--- src/rtl/clock_div_ctrl.sv ---
// Run-time programmable clock divider with req/ack ratio changes landing on period boundaries.
// Optional period counter output enabled by defining CLOCK_DIV_CTRL_PCNT_EN.
module clock_div_ctrl #(
   parameter int CNT_W       = 8,
   parameter int DEFAULT_DIV = 4
) (
   input  logic             clk_in,
   input  logic             rst,
   input  logic             en,
   input  logic             div_req,
   input  logic [CNT_W-1:0] div_val,
   output logic             div_ack,
   output logic             div_err,
   output logic             busy,
   output logic [CNT_W-1:0] cur_div,
   output logic             clk_out,
   output logic             tick
`ifdef CLOCK_DIV_CTRL_PCNT_EN
   ,
   output logic [15:0]      period_cnt
`endif
);

   localparam logic [1:0]       ST_STOP = 2'd0;
   localparam logic [1:0]       ST_RUN  = 2'd1;
   localparam logic [1:0]       ST_PEND = 2'd2;
   localparam logic [CNT_W-1:0] CNT_ONE = {{(CNT_W-1){1'b0}}, 1'b1};
   localparam logic [CNT_W-1:0] CNT_ZERO = {CNT_W{1'b0}};
   localparam logic [CNT_W-1:0] DIV_RST = CNT_W'(DEFAULT_DIV);

   logic [1:0]       state_r, state_s;
   logic [CNT_W-1:0] cnt_r, cnt_s, cnt_inc_s;
   logic [CNT_W-1:0] cur_div_r, cur_div_s;
   logic [CNT_W-1:0] pend_div_r, pend_div_s;
   logic             clk_out_r, clk_out_s;
   logic             tick_r, tick_s;
   logic             ack_r, ack_s;
   logic             err_r, err_s;
   logic             req_s, val_ok_s, wrap_s;

   // Next-state, counter and ratio-update decode
   always_comb begin
      req_s      = div_req && (state_r != ST_PEND);
      val_ok_s   = |div_val[CNT_W-1:1];
      wrap_s     = (cnt_r == (cur_div_r - CNT_ONE));
      cnt_inc_s  = wrap_s ? CNT_ZERO : (cnt_r + CNT_ONE);
      state_s    = state_r;
      cnt_s      = cnt_r;
      cur_div_s  = cur_div_r;
      pend_div_s = pend_div_r;
      ack_s      = 1'b0;
      err_s      = req_s && !val_ok_s;
      case (state_r)
         ST_STOP: begin
            cnt_s = CNT_ZERO;
            if (req_s && val_ok_s) begin
               cur_div_s = div_val;
               ack_s     = 1'b1;
            end else begin
               cur_div_s = cur_div_r;
            end
            if (en) begin
               state_s = ST_RUN;
            end else begin
               state_s = ST_STOP;
            end
         end
         ST_RUN: begin
            if (!en) begin
               // Stopping with a valid request: nothing to wait for, apply directly
               state_s = ST_STOP;
               cnt_s   = CNT_ZERO;
               if (req_s && val_ok_s) begin
                  cur_div_s = div_val;
                  ack_s     = 1'b1;
               end else begin
                  cur_div_s = cur_div_r;
               end
            end else begin
               cnt_s = cnt_inc_s;
               if (req_s && val_ok_s) begin
                  pend_div_s = div_val;
                  state_s    = ST_PEND;
               end else begin
                  state_s    = ST_RUN;
               end
            end
         end
         ST_PEND: begin
            if (!en) begin
               cur_div_s = pend_div_r;
               ack_s     = 1'b1;
               state_s   = ST_STOP;
               cnt_s     = CNT_ZERO;
            end else if (wrap_s) begin
               cur_div_s = pend_div_r;
               ack_s     = 1'b1;
               state_s   = ST_RUN;
               cnt_s     = CNT_ZERO;
            end else begin
               cnt_s     = cnt_inc_s;
            end
         end
         default: begin
            state_s = ST_STOP;
            cnt_s   = CNT_ZERO;
         end
      endcase
      if (state_s != ST_STOP) begin
         clk_out_s = (cnt_s < (cur_div_s >> 1));
         tick_s    = (cnt_s == CNT_ZERO);
      end else begin
         clk_out_s = 1'b0;
         tick_s    = 1'b0;
      end
   end

   // State and output registers
   always_ff @(posedge clk_in or posedge rst) begin
      if (rst) begin
         state_r    <= ST_STOP;
         cnt_r      <= CNT_ZERO;
         cur_div_r  <= DIV_RST;
         pend_div_r <= CNT_ZERO;
         clk_out_r  <= 1'b0;
         tick_r     <= 1'b0;
         ack_r      <= 1'b0;
         err_r      <= 1'b0;
      end else begin
         state_r    <= state_s;
         cnt_r      <= cnt_s;
         cur_div_r  <= cur_div_s;
         pend_div_r <= pend_div_s;
         clk_out_r  <= clk_out_s;
         tick_r     <= tick_s;
         ack_r      <= ack_s;
         err_r      <= err_s;
      end
   end

   assign div_ack = ack_r;
   assign div_err = err_r;
   assign busy    = (state_r == ST_PEND);
   assign cur_div = cur_div_r;
   assign clk_out = clk_out_r;
   assign tick    = tick_r;

`ifdef CLOCK_DIV_CTRL_PCNT_EN
   logic [15:0] pcnt_r;

   // Periods since the last ratio change; an ack restarts the count
   always_ff @(posedge clk_in or posedge rst) begin
      if (rst) begin
         pcnt_r <= 16'd0;
      end else if (ack_s) begin
         pcnt_r <= 16'd0;
      end else if (tick_s) begin
         pcnt_r <= pcnt_r + 16'd1;
      end else begin
         pcnt_r <= pcnt_r;
      end
   end

   assign period_cnt = pcnt_r;
`endif

endmodule
--- config.mk ---
export PLATFORM = sky130hd
export DESIGN_NAME = clock_div_ctrl
export DESIGN_NICKNAME = d
export VERILOG_FILES = /design/src/rtl/clock_div_ctrl.sv
export SDC_FILE = /design/constraint.sdc
export NUM_CORES = 1
export LEC_CHECK = 0
export ABC_CLOCK_PERIOD_IN_PS = 3300
export BUFFER_PORTS_ARGS = -buffer_cell sky130_fd_sc_hd__buf_2
export CAP_MARGIN = 20
export CORE_ASPECT_RATIO = 1.2
export CORE_MARGIN = 1.5
export CORE_UTILIZATION = 52
export CTS_CLUSTER_SIZE = 30
export DETAILED_ROUTE_END_ITERATION = 8
export PLACE_DENSITY = 0.87
export SYNTH_ARGS = -nofsm -noshare
export SYNTH_HDL_FRONTEND = slang
export SYNTH_SLANG_ARGS = --single-unit
--- constraint.sdc ---
create_clock -name clk_in -period 3.3 [get_ports clk_in]
set_input_delay 0.66 -clock clk_in [delete_from_list [all_inputs] [get_ports clk_in]]
set_output_delay 0.66 -clock clk_in [all_outputs]
set_load 0.05 [all_outputs]
# After elaboration in Yosys (flattened, before gate mapping)

Index checks and enable logic that the tools add are counted.

Latch bits: 0
Memory bits (writable): 0
Output and inout bits: 13
Flip-flop bits (word level): 30
Bits in read-only memories: 0
Memories kept: 0

Eq/ne operators: 6
Bitwise logic cells: 0
Multiply operators: 0
Shift operators: 0
Order comparisons: 1
Multiplexer cells: 23
Reductions and logical operators: 11
Add/sub/neg operators: 2
Divide/modulo/power cells: 0

Operators with widths:

| cell                                                                     | number |
|---|---|
| 8-bit 2-to-1 mux                                                         | 8 |
| 8-bit one-hot mux with 3 select lines                                    | 1 |
| 8-bit one-hot mux with 2 select lines                                    | 1 |
| 8-bit by 1-bit adder with 8-bit output (second input constant)           | 1 |
| 8-bit == test                                                            | 1 |
| 8-bit zero test                                                          | 1 |
| 8-bit by 7-bit less-than comparator with 1-bit output                    | 1 |
| 2-bit 2-to-1 mux                                                         | 4 |
| 8-bit by 1-bit subtractor with 8-bit output (second input constant)      | 1 |
| 1-bit 2-to-1 mux                                                         | 7 |
| 7-bit OR reduction                                                       | 1 |
| 2-bit one-hot mux with 3 select lines                                    | 1 |
| 3-bit AND reduction                                                      | 2 |
| 2-bit inequality test (second input constant)                            | 2 |
| 1-bit logical AND                                                        | 3 |
| 3-bit by 2-bit inequality test with 1-bit output (second input constant) | 1 |
| 1-bit one-hot mux with 3 select lines                                    | 1 |
| 3-bit nonzero test                                                       | 1 |
| 2-bit by 1-bit == test with 1-bit output (second input constant)         | 1 |
| 2-bit == test (second input constant)                                    | 1 |
| 2-bit zero test                                                          | 1 |
| 2-bit nonzero test                                                       | 1 |
| 1-bit zero test                                                          | 1 |

# Logic depth before layout (Yosys ltp)

Gate-level depths: netlist (run 1).

Depth in word-level cells: 8
Mapped depth: 18
Depth with buffers taken out: 16

# Worst setup path before layout (run 1)

Ideal clock, no wire load.

Path type: register -> register
From: reg cur_div_r[0] (netlist: cur_div[0])
To: reg clk_out_r (netlist: clk_out)
Path slack: -572 ps
Buffers on the path: 2
Arrival: 3779 ps
Clock period less this slack: 3872 ps
Data required time: 3206 ps
Stages on the path, launching flop included: 19
Path through: dfrtp_1 > inv_1 > ha_1 > clkbuf_2 > o21bai_1 > a211oi_1 > o21bai_1 > a211oi_4 > o21ai_2 > or2_4 > buf_6 > a221oi_1 > ha_1 > a21o_1 > a21oi_1 > nor2b_1 > o21ai_0 > nand2b_1 > a211oi_1

Word-level cells in the longest chain between the ends: 8
Elaborated cells between the ends (all ways): 16
Those cells by class: add/sub: 1; order compare: 1; eq/ne: 1; mux: 12; reduce/logical: 1

RTL lines:

| element                                               | RTL line | RTL |
|---|---|---|
| from (decl)                                           | 33       | `logic [CNT_W-1:0] cur_div_r, cur_div_s;` |
| from (signal assigned)                                | 132      | `cur_div_r <= cur_div_s;` |
| 8-bit by 1-bit subtractor with 8-bit output *         | 45       | `wrap_s = (cnt_r == (cur_div_r - CNT_ONE));` |
| 8-bit == test *                                       | 45       |  |
| 8-bit 2-to-1 mux                                      | 46       | `cnt_inc_s = wrap_s ? CNT_ZERO : (cnt_r + CNT_ONE);` |
| 8-bit 2-to-1 mux                                      | 95       | `end else if (wrap_s) begin` |
| 8-bit 2-to-1 mux                                      | 90       | `if (!en) begin` |
| 8-bit one-hot mux with 2 select lines                 | 53       | `case (state_r)` |
| 8-bit by 7-bit less-than comparator with 1-bit output | 110      | `clk_out_s = (cnt_s < (cur_div_s >> 1));` |
| 1-bit 2-to-1 mux *                                    | 109      | `if (state_s != ST_STOP) begin` |
| named net clk_out_s                                   | 35       | `logic clk_out_r, clk_out_s;` |
| to (signal assigned)                                  | 134      | `clk_out_r <= clk_out_s;` |
| to (decl)                                             | 35       |  |

The timed path passes the listed nets; every way through them passes the cells marked *. The select of a mux whose other input is x is not followed.
A chain may end at the register's enable or synchronous reset.

# Final worst setup path (run 1)

Same ends and word-level chain as after synthesis.

==> impl_metrics.yaml, run 1 <==
route:
  routed_wl_microns: 5510
  ant_nets: 0
  first_pass_iters: 4
  viasPerCell: 6.06
  remaining_drc_errors: 0
  wire_per_inst_microns: 17.4
  drt_iter0_drc: 170
  num_vias: 1920
pwr:
  power.density_nw_per_um2: 943
  finalPower_mw: 2.39
  peakVddDrop_v: 0.000478
  total_leakage_power_nw: 1.14
synthesis:
  ys_warn_count: 0
  synth_fp_nets: 243
  ys_seq_elements: 30
  synth_seq_area_share: 0.371
  synth_xor_area_frac: 0.0649
  syn_inst: 219
  ys_async_sr_fraction: 1.00
  synth_top_family_by_area: "compound AO/OA/AOI/OAI gates"
  synth_area_per_cell_sq_um: 9.24
  yosysUniqueCellTypes: 48
  syn_area_sq_um: 2020
  synth_flop_cell: "dfrtp_1"
  synth_compound_area_frac: 0.211
  synthMuxAreaShare: 0.0334
  synth_edf_count: 0
  synth-simple-area-share: 0.197
  synth-adder-area-share: 0.0742
grt:
  grt_pass1_wl_microns: 8710
  grt_pass1_vias: 1846
  antenna_found_initial: 0
  grt_max_degree: 31
  track_usage: 0.272
  overflow: 0
worst_setup_path:
  worst_path_most_repeated_cell: "ha_4"
  cp.arrival_ns: 3.65
  critPathKind: "reg -> reg"
  critPathLaunch: "cur_div[0]$_DFFE_PP0P_"
  worstReg2RegStart: "cur_div[0]$_DFFE_PP0P_"
  path_max_fanout: 7
  r2r-end: "clk_out$_DFF_PP0_"
  rrSetupSlack_ns: -0.14
  cpPeakStageDelay_ns: 0.42
  cp_top_family: "compound AO/OA/AOI/OAI gates"
  critPathSlowestCell: "dfrtp_2"
  cp_num_buf_inv: 2
  crit_path_end_kind: "flip-flop"
  r2r_cells: 16
  required_ns: 3.50
  crit_chain: "inv_4 -> ha_4 -> buf_4 -> nand2_1 -> o31a_1 -> a211oi_4 -> o21ai_2 -> or2_4 -> a221oi_4 -> ha_4 -> a21o_1 -> a21oi_1 -> nor2b_1 -> o21ai_1 -> nand2b_1 -> a211oi_2"
  critical_path.startpoint_type: "flip-flop"
floorplanning:
  die_h_microns: 71.4
  ios: 25
  rows: 24
  die_w_microns: 60.0
  core_sq_um: 3690
  die-area_sq_um: 4280
  initial_utilization: 0.548
clock_tree:
  clock_sinks: 30
  clock_latency_ns: 0.29
  cts_root_buf: "clkbuf_8"
  cts_buffers: 5
  hold_buffers: 0
  clock_path_buffers: 2
  cts_tree: "yes"
  htree_levels: 2
  path_clk_slew_ns: 0.07
worst_hold_path:
  hp-class: "in -> async"
sta:
  maxSlewViolCount: 0
  setup_viol: 1
  worst_pin_slew_ns: 0.624
  hold_viol_final: 0
  min_period_ns: 3.44
  rsz0062_at_grt: "true"
  setup_ws_ns: -0.142
  max_freq_mhz: 291
  finalClockSkew_ns: 0.00610
  period_share: 1.04
  max_slew_margin: 0.582
final_layout:
  final_common_cell: "nor2_1"
  area_delta_synth_final_pct: 25.0
  finalInstanceArea_sq_um: 2530
  final_cell_mix: "nor2_1, dfrtp_1, buf_2"
  final_cells: 317
  num-fill-cells: 307
  nets: 288
  drive_above_1_share: 0.336
  ff_latch_area_sq_um: 758
  antennaDiodeCount: 0
  multiInputGateArea_sq_um: 1280
placement:
  dpl_cell_area_sq_um: 2290
  io_buffers: 24
  dpl.hpwl_microns: 3940
  gp_congestion: 0.980
  post-place-cells: 300
run:
  drv_cap: 0
run_status:
  violations: "negative setup slack"
  status: "finished, violations left"
stage by stage:
step	worst slack, ns	setup TNS (ns)	hold WS [ns]	util
CTS	0.000497	0	0.441	0.648
global placement	0.0294	0	0.460	0.619
floorplan	-0.192	-0.192	0.446	-
finish	-0.142	-0.142	0.436	0.685
detailed placement	-0.0656	-0.0656	0.483	0.619
global route	-0.275	-0.275	0.471	0.685
power breakdown:
| group | leakage (nW) | total [mW] | internal, mW | switching (mW) |
|---|---|---|---|---|
| clock network | 0.0482 | 0.308 | 0.168 | 0.141 |
| registers | 0.379 | 0.635 | 0.501 | 0.133 |
| logic | 0.711 | 1.44 | 0.605 | 0.838 |
registers in the layout (all words and copies together) (netlist names):
name,count
pend_div_r,8
div_err,1
state_r,2
div_ack,1
tick,1
cnt_r,8
clk_out,1
cur_div,8
worst reg2reg max path: stages (launching register included):
cell and delay (ns):
dfrtp_2 0.42, inv_4 0.08, ha_4 0.20, buf_4 0.13, nand2_1 0.04, o31a_1 0.37
a211oi_4 0.35, o21ai_2 0.12, or2_4 0.30, a221oi_4 0.34, ha_4 0.25, a21o_1 0.17
a21oi_1 0.12, nor2b_1 0.06, o21ai_1 0.18, nand2b_1 0.10, a211oi_2 0.14
cell families (layout without fill, tap and decap cells):
| group | after synthesis | in the layout |
|---|---|---|
| and+or+nand+nor | 81 | 81 |
| AOI/OAI and AO/OA | 54 | 54 |
| DFF | 30 | 30 |
| buffers and inverters | 21 | 67 |
| xor gates and xnor gates | 15 | 15 |
| adders and majority gates | 12 | 12 |
| muxes | 6 | 6 |
synth_stat cells (3+ instances only):
cell type  number  area (sq um)
dfrtp_1        29           726
nor2_1         26          97.6
nand2_1        16          60.1
ha_1           12           150
inv_1          12          45.0
xnor2_1        10          87.6
o21ai_0         9          45.0
a21oi_1         8          40.0
nand3_1         8          40.0
a221o_1         6          60.1
mux2_2          6          67.6
a221oi_1        5          43.8
and2_1          5          31.3
xor2_1          5          43.8
and3_1          4          25.0
nand2b_1        4          25.0
nor3_1          4          20.0
nor4_1          4          25.0
a21o_1          3          22.5
clkbuf_1        3          11.3
o21a_1          3          22.5
cell type report:
cell class | count | share of cell area
multi-input cells | 168 | 0.505
flip-flops and latches | 30 | 0.300
repair buffers | 46 | 0.113
clock buffers | 7 | 0.0341
well taps | 52 | 0.0257
inverters | 13 | 0.0203
clock inverters | 1 | 0.00198
repair_timing:
| action | in CTS | in global routing |
|---|---|---|
| pin swaps | 1 | 9 |
| setup buffers | 0 | 9 |
| endpoints found under the setup margin | 1 | 1 |
| gates resized for setup | 2 | 12 |
layer usage:
layer	part of all wire	wire length, microns	GRT usage	vias to the layer above
li1	-	-	-	882
met1	0.40	2190	0.351	932
met2	0.49	2720	0.409	80
met3	0.048	266	0.0451	26
met4	0.060	331	0.188	0
met5	0	0	0	-
worst max path at each step:
stage                        endpoint  slack [ns]  cells past startpoint
CTS                 clk_out$_DFF_PP0_      0.0005                     15
global route        clk_out$_DFF_PP0_       -0.27                     15
floorplan           clk_out$_DFF_PP0_       -0.19                     18
detailed placement  clk_out$_DFF_PP0_       -0.07                     16
finish              clk_out$_DFF_PP0_       -0.14                     16
global placement    clk_out$_DFF_PP0_        0.03                     16
No activity file was read; power rests on OpenSTA's default activity.
==> run 2: changes to the inputs <==
--- a/config.mk
+++ b/config.mk
@@ -5,6 +5,7 @@
 export SDC_FILE = /design/constraint.sdc
 export NUM_CORES = 1
 export LEC_CHECK = 0
+export ABC_AREA = 1
 export ABC_CLOCK_PERIOD_IN_PS = 3300
 export BUFFER_PORTS_ARGS = -buffer_cell sky130_fd_sc_hd__buf_2
 export CAP_MARGIN = 20
@@ -13,7 +14,7 @@
 export CORE_UTILIZATION = 52
 export CTS_CLUSTER_SIZE = 30
 export DETAILED_ROUTE_END_ITERATION = 8
-export PLACE_DENSITY = 0.87
+export PLACE_DENSITY = 0.88
 export SYNTH_ARGS = -nofsm -noshare
 export SYNTH_HDL_FRONTEND = slang
 export SYNTH_SLANG_ARGS = --single-unit
==> run 2 against run 1 <==
  * The run now ends clean
  * First-iteration DRC count decreased by 46%
  * Cell count is 15% higher
  * Combinational power is 63% lower
  * Area after synthesis decreased by 0.31%
  * Register-to-register slack improved by 0.50 ns
  * Sequential share of layout area rose by 2.5 points
  * Clock power barely moved
  * Count of clock-buffer cells in the layout fell by 1
  * Fmax up 17%
  * Via count is 4.4% lower
  * Sequential power decreased by 22%
  * Core utilization decreased by 5.2 points
  * Largest power group unchanged
==> impl_metrics.yaml, run 2 <==
run_status:
  status: "finished, final reports clean"
final_layout:
  num-fill-cells: 325
  final_cell_mix: "nand2_1, inv_1, nor2_1, dfrtp_1, buf_2"
  final_cells: 363
  finalInstanceArea_sq_um: 2320
  final_common_cell: "nand2_1"
  fin_util: 0.633
  antennaDiodeCount: 0
  nets: 334
  area_delta_synth_final_pct: 14.8
  drive_above_1_share: 0.167
route:
  routed_wl_microns: 4390
  viasPerCell: 5.06
  wire_per_inst_microns: 12.1
  ant_nets: 0
  drt_iter0_drc: 91
  remaining_drc_errors: 0
  first_pass_iters: 4
  num_vias: 1836
clock_tree:
  clock_latency_ns: 0.29
  clock_path_buffers: 2
  path_clk_slew_ns: 0.06
  cts.repair.resized: 0
  clock_sinks: 30
  cts_setup_buffers: 0
  htree_levels: 2
  cts_tree: "yes"
  hold_buffers: 0
  cts_root_buf: "clkbuf_8"
  cts_buffers: 5
synthesis:
  synth_compound_area_frac: 0.104
  synth_commonest_cells: "nand2_1, inv_1, dfrtp_1, nor2_1, o21ai_0"
  synth_fp_nets: 304
  synth-adder-area-share: 0.0744
  synth_top_family_by_area: "simple AND/OR/NAND/NOR gates"
  synth_most_common_cell: "nand2_1"
  synth_seq_area_share: 0.373
  synthMuxAreaShare: 0.00558
  synth_xor_area_frac: 0.0347
  synth_flop_cell: "dfrtp_1"
  yosysUniqueCellTypes: 32
  synth_edf_count: 0
  ys_seq_elements: 30
  syn_inst: 280
  synth_top_area_frac: 0.360
  ys_warn_count: 0
  synth-simple-area-share: 0.300
  ys_async_sr_fraction: 1.00
  synth_area_per_cell_sq_um: 7.21
  synth.area.top_cells: "dfrtp_1, nand2_1, inv_1"
  netlist.top_cell.by_area: "dfrtp_1"
  syn_area_sq_um: 2020
pwr:
  total_leakage_power_nw: 1.26
  power.density_nw_per_um2: 575
  finalPower_mw: 1.33
  peakVddDrop_v: 0.000311
placement:
  dpl.hpwl_microns: 3550
  io_buffers: 24
  pre_cts_slack_ns: 0.355
  gp_congestion: 0.978
  dpl_cell_area_sq_um: 2220
  post-place-cells: 355
worst_setup_path:
  cp.arrival_ns: 3.15
  critPathLaunch: "cur_div[1]$_DFF_PP0_"
  crit_path_end_kind: "flip-flop"
  path_max_fanout: 6
  critical_path.startpoint_type: "flip-flop"
  critPathKind: "reg -> reg"
  rrSetupSlack_ns: 0.36
  crit_end: "clk_out$_DFF_PP0_"
  r2r_cells: 23
  required_ns: 3.51
  r2r-end: "clk_out$_DFF_PP0_"
  worstReg2RegStart: "cur_div[1]$_DFF_PP0_"
sta:
  min_period_ns: 2.94
  hold_viol_final: 0
  rsz0062_at_grt: "false"
  max_slew_margin: 0.666
  period_share: 0.891
  finalClockSkew_ns: 0.00432
  setup_ws_ns: 0.359
  worst_pin_slew_ns: 0.494
  finalHoldWorstSlack_ns: 0.368
  maxSlewViolCount: 0
  tns_ns: 0
  max_freq_mhz: 340
  setup_viol: 0
worst_hold_path:
  hp-class: "in -> async"
floorplanning:
  rows: 24
  die_h_microns: 71.2
  die-area_sq_um: 4270
  core_sq_um: 3660
  initial_utilization: 0.551
  ios: 25
  die_w_microns: 59.9
run:
  drv_cap: 0
grt:
  grt_pass1_vias: 1764
  grt_pass1_wl_microns: 7510
  antenna_found_initial: 0
  grt_max_degree: 22
  track_usage: 0.237
  overflow: 0
==> run 2: cell count changes in the layout (fill, tap and decap cells not counted), sizes merged, moves of 6 or more <==
| cell | change |
|---|---|
| o21ai | +10 |
| xnor2 | -7 |
| nand3 | +9 |
| a221oi | -7 |
| nand2 | +58 |
| inv | +43 |
| a221o | -6 |
| nor2 | +8 |
| buf | -21 |
==> run 2: where the power goes <==
part / internal, mW / switching, mW
registers: 0.434 / 0.0613
clock network: 0.167 / 0.139
logic: 0.163 / 0.367
total: 0.765 / 0.568
==> run 2: logic make-up after synthesis <==
family,Yosys count
muxes,1
and+or+nand+nor,136
AOI/OAI and AO/OA,35
buffers and inverters,58
xor gates and xnor gates,8
DFF,30
adders and majority gates,12
==> run 2: worst min-delay path by stage <==
| stage | endpoint | depth (start not counted) | slack (ns) |
|---|---|---|---|
| 2_1_floorplan | pend_div_r[0]$_DFFE_PP0P_ | 2 | 0.45 |
| 3_3_place_gp | pend_div_r[5]$_DFFE_PP0P_ | 2 | 0.47 |
| 3_5_place_dp | pend_div_r[5]$_DFFE_PP0P_ | 2 | 0.47 |
| 4_1_cts | pend_div_r[3]$_DFFE_PP0P_ | 2 | 0.37 |
| 5_1_grt | pend_div_r[3]$_DFFE_PP0P_ | 2 | 0.39 |
| 6_report | cur_div[1]$_DFF_PP0_ | 2 | 0.37 |
==> run 2: final cells by class <==
| type | instances | area (sq um) | share of cell area |
|---|---|---|---|
| multi-input combinational | 192 | 1050 | 0.452 |
| sequential | 30 | 752 | 0.325 |
| inverter | 56 | 210 | 0.0907 |
| timing repair buffer | 25 | 148 | 0.0637 |
| clock buffer | 6 | 82.6 | 0.0356 |
| tap | 52 | 65.1 | 0.0281 |
| clock inverter | 2 | 12.5 | 0.00540 |
==> run 2: layer usage <==
metal	GRT usage	vias up	part of all wire
met4	0.104	0	0.016
met2	0.397	46	0.52
met3	0.0560	7	0.035
met5	0	-	0
met1	0.283	844	0.43
li1	-	939	-
==> run 2: worst max-delay path, cell delays in order (launching register included) <==
cell and delay (ns):
dfrtp_1 0.44, inv_1 0.13, ha_1 0.31, inv_1 0.04, nand2_1 0.06, nand2_1 0.04, nor2_1 0.11, nand3_2 0.08
nor2_2 0.12, nand3_2 0.14, nand2_4 0.11, nand2_1 0.10, inv_2 0.13, nand2_1 0.06, o221ai_1 0.06, nand2_1 0.06
o21ai_0 0.11, inv_1 0.07, ha_1 0.29, nand3_1 0.09, nand2_1 0.06, nand2_1 0.05, nand4_1 0.08, a21oi_1 0.14
==> run 3: changes to the inputs <==
--- a/config.mk
+++ b/config.mk
@@ -14,7 +14,7 @@
 export CORE_UTILIZATION = 52
 export CTS_CLUSTER_SIZE = 30
 export DETAILED_ROUTE_END_ITERATION = 8
-export PLACE_DENSITY = 0.88
+export PLACE_DENSITY_LB_ADDON = 0.08
 export SYNTH_ARGS = -nofsm -noshare
 export SYNTH_HDL_FRONTEND = slang
 export SYNTH_SLANG_ARGS = --single-unit
==> run 3 against run 2 <==
  * Via count decreased by 2.7%
  * Sequential share of layout area down 0.40 points
  * Global-route usage down 0.21 points
  * Clock power is 17% higher
  * Non-clock buffer count up 2
  * Final area increased by 1.2%
  * Core utilization grew 0.79 points
  * Hold slack better by 0.027 ns
  * Sequential power is essentially flat
==> impl_metrics.yaml, run 3 (synthesis gave the netlist of run 2 again) <==
clock_tree:
  hold_buffers: 0
  clock_latency_ns: 0.28
  cts_setup_buffers: 0
  cts.repair.resized: 0
  htree_levels: 2
  cts_buffers: 5
  clock_path_buffers: 2
  path_clk_slew_ns: 0.06
  clock_sinks: 30
  cts_tree: "yes"
  cts_root_buf: "clkbuf_8"
route:
  drt_iter0_drc: 38
  viasPerCell: 4.89
  wire_per_inst_microns: 12.1
  routed_wl_microns: 4410
  ant_nets: 0
  num_vias: 1786
  first_pass_iters: 4
  remaining_drc_errors: 0
final_layout:
  drive_above_1_share: 0.173
  final_cell_mix: "nand2_1, inv_1, nor2_1, dfrtp_1, buf_2"
  area_delta_synth_final_pct: 16.2
  nets: 336
  final_common_cell: "nand2_1"
  finalInstanceArea_sq_um: 2350
  antennaDiodeCount: 0
  num-fill-cells: 364
worst_setup_path:
  r2r-end: "clk_out$_DFF_PP0_"
  cp.arrival_ns: 3.11
  crit_path_end_kind: "flip-flop"
  required_ns: 3.51
  r2r_cells: 21
  crit_chain: "inv_1 -> ha_1 -> nand4_1 -> nand2_1 -> nand2_1 -> nor2_1 -> nand3_2 -> nand2_4 -> nand2_1 -> inv_2 -> nand2_1 -> o221ai_1 -> nand2_1 -> o21ai_0 -> inv_1 -> ha_1 -> nand3_1 -> nand2_1 -> nand2_1 -> nand4_1 -> a21oi_1"
  rrSetupSlack_ns: 0.40
  path_max_fanout: 7
  path_depth: 21
  worst_path_most_repeated_cell: "nand2_1"
  worstReg2RegStart: "cur_div[0]$_DFFE_PP0P_"
  critPathLaunch: "cur_div[0]$_DFFE_PP0P_"
  critPathKind: "reg -> reg"
  cp_num_buf_inv: 3
  critPathSlowestCell: "dfrtp_1"
  critical_path.startpoint_type: "flip-flop"
  cp_top_family: "simple AND/OR/NAND/NOR gates"
  cpPeakStageDelay_ns: 0.40
run:
  drv_cap: 0
sta:
  finalHoldWorstSlack_ns: 0.395
  maxSlewViolCount: 0
  min_period_ns: 2.90
  tns_ns: 0
  finalClockSkew_ns: 0.00652
  hold_viol_final: 0
  worst_pin_slew_ns: 0.525
  setup_viol: 0
  max_slew_margin: 0.646
  max_freq_mhz: 345
  period_share: 0.879
  rsz0062_at_grt: "false"
placement:
  dpl_cell_area_sq_um: 2240
  gp_congestion: 0.863
  dpl.hpwl_microns: 3570
  io_buffers: 24
floorplanning:
  die-area_sq_um: 4270
  ios: 25
  rows: 24
  initial_utilization: 0.551
  die_h_microns: 71.2
  die_w_microns: 59.9
  core_sq_um: 3660
grt:
  track_usage: 0.234
  overflow: 0
  grt_pass1_wl_microns: 7450
  antenna_found_initial: 0
  grt_max_degree: 20
  grt_pass1_vias: 1673
pwr:
  peakVddDrop_v: 0.000362
  comb_power_share: 0.382
  intPower_mw: 0.821
  p_switching_mw: 0.560
  p_clk_frac: 0.259
  power.density_nw_per_um2: 588
  total_leakage_power_nw: 1.28
  power_frac_seq: 0.358
  sw_frac_of_total: 0.405
worst_hold_path:
  hp-class: "in -> async"
run_status:
  status: "finished, final reports clean"
run 3: cell types whose count changed in the layout (fill, tap and decap cells not counted), sizes merged:
| cell | previous run | this run |
|---|---|---|
| buf | 25 | 27 |
| bufinv | 0 | 1 |
| clkbuf | 6 | 5 |
| clkinv | 1 | 2 |
| clkinvlp | 1 | 0 |
run 3: layout make-up:
cell class / count / area [sq um] / share of cell area
Clock inverter: 3 / 40.0 / 0.0171
Tap cell: 52 / 65.1 / 0.0277
Sequential cell: 30 / 752 / 0.321
Timing Repair Buffer: 27 / 163 / 0.0693
Inverter: 56 / 210 / 0.0896
Clock buffer: 5 / 68.8 / 0.0293
Multi-Input combinational cell: 192 / 1050 / 0.446
run 3: routing by layer:
metal / vias to the layer above / GRT usage / share of wire
met1: 798 / 0.296 / 0.44
li1: 951 / - / -
met3: 9 / 0.0469 / 0.031
met5: - / 0 / 0
met4: 0 / 0.104 / 0.027
met2: 28 / 0.383 / 0.50
run 3: worst max path at each step:
stage	endpoint	slack (ns)
2_1_floorplan	clk_out$_DFF_PP0_	0.32
3_3_place_gp	clk_out$_DFF_PP0_	0.34
3_5_place_dp	clk_out$_DFF_PP0_	0.31
4_1_cts	clk_out$_DFF_PP0_	0.37
5_1_grt	clk_out$_DFF_PP0_	0.07
6_report	clk_out$_DFF_PP0_	0.40
run 3: through the flow:
stage	power, mW	cells	util	setup slack (ns)
after floorplan	0.898	280	-	0.319
after global placement	1.02	356	0.603	0.337
after detailed placement	1.03	357	0.611	0.314
after CTS	1.40	365	0.640	0.374
after global routing	1.47	365	0.640	0.0744
final	1.38	365	0.640	0.401
run 3: power by group through the flow:
stage / clock, mW / combinational, mW / sequential, mW
floorplan: 0 / 0.305 / 0.594
global placement: 0 / 0.523 / 0.498
detailed placement: 0 / 0.530 / 0.498
CTS: 0.369 / 0.534 / 0.493
global route: 0.380 / 0.592 / 0.502
finish: 0.358 / 0.528 / 0.494
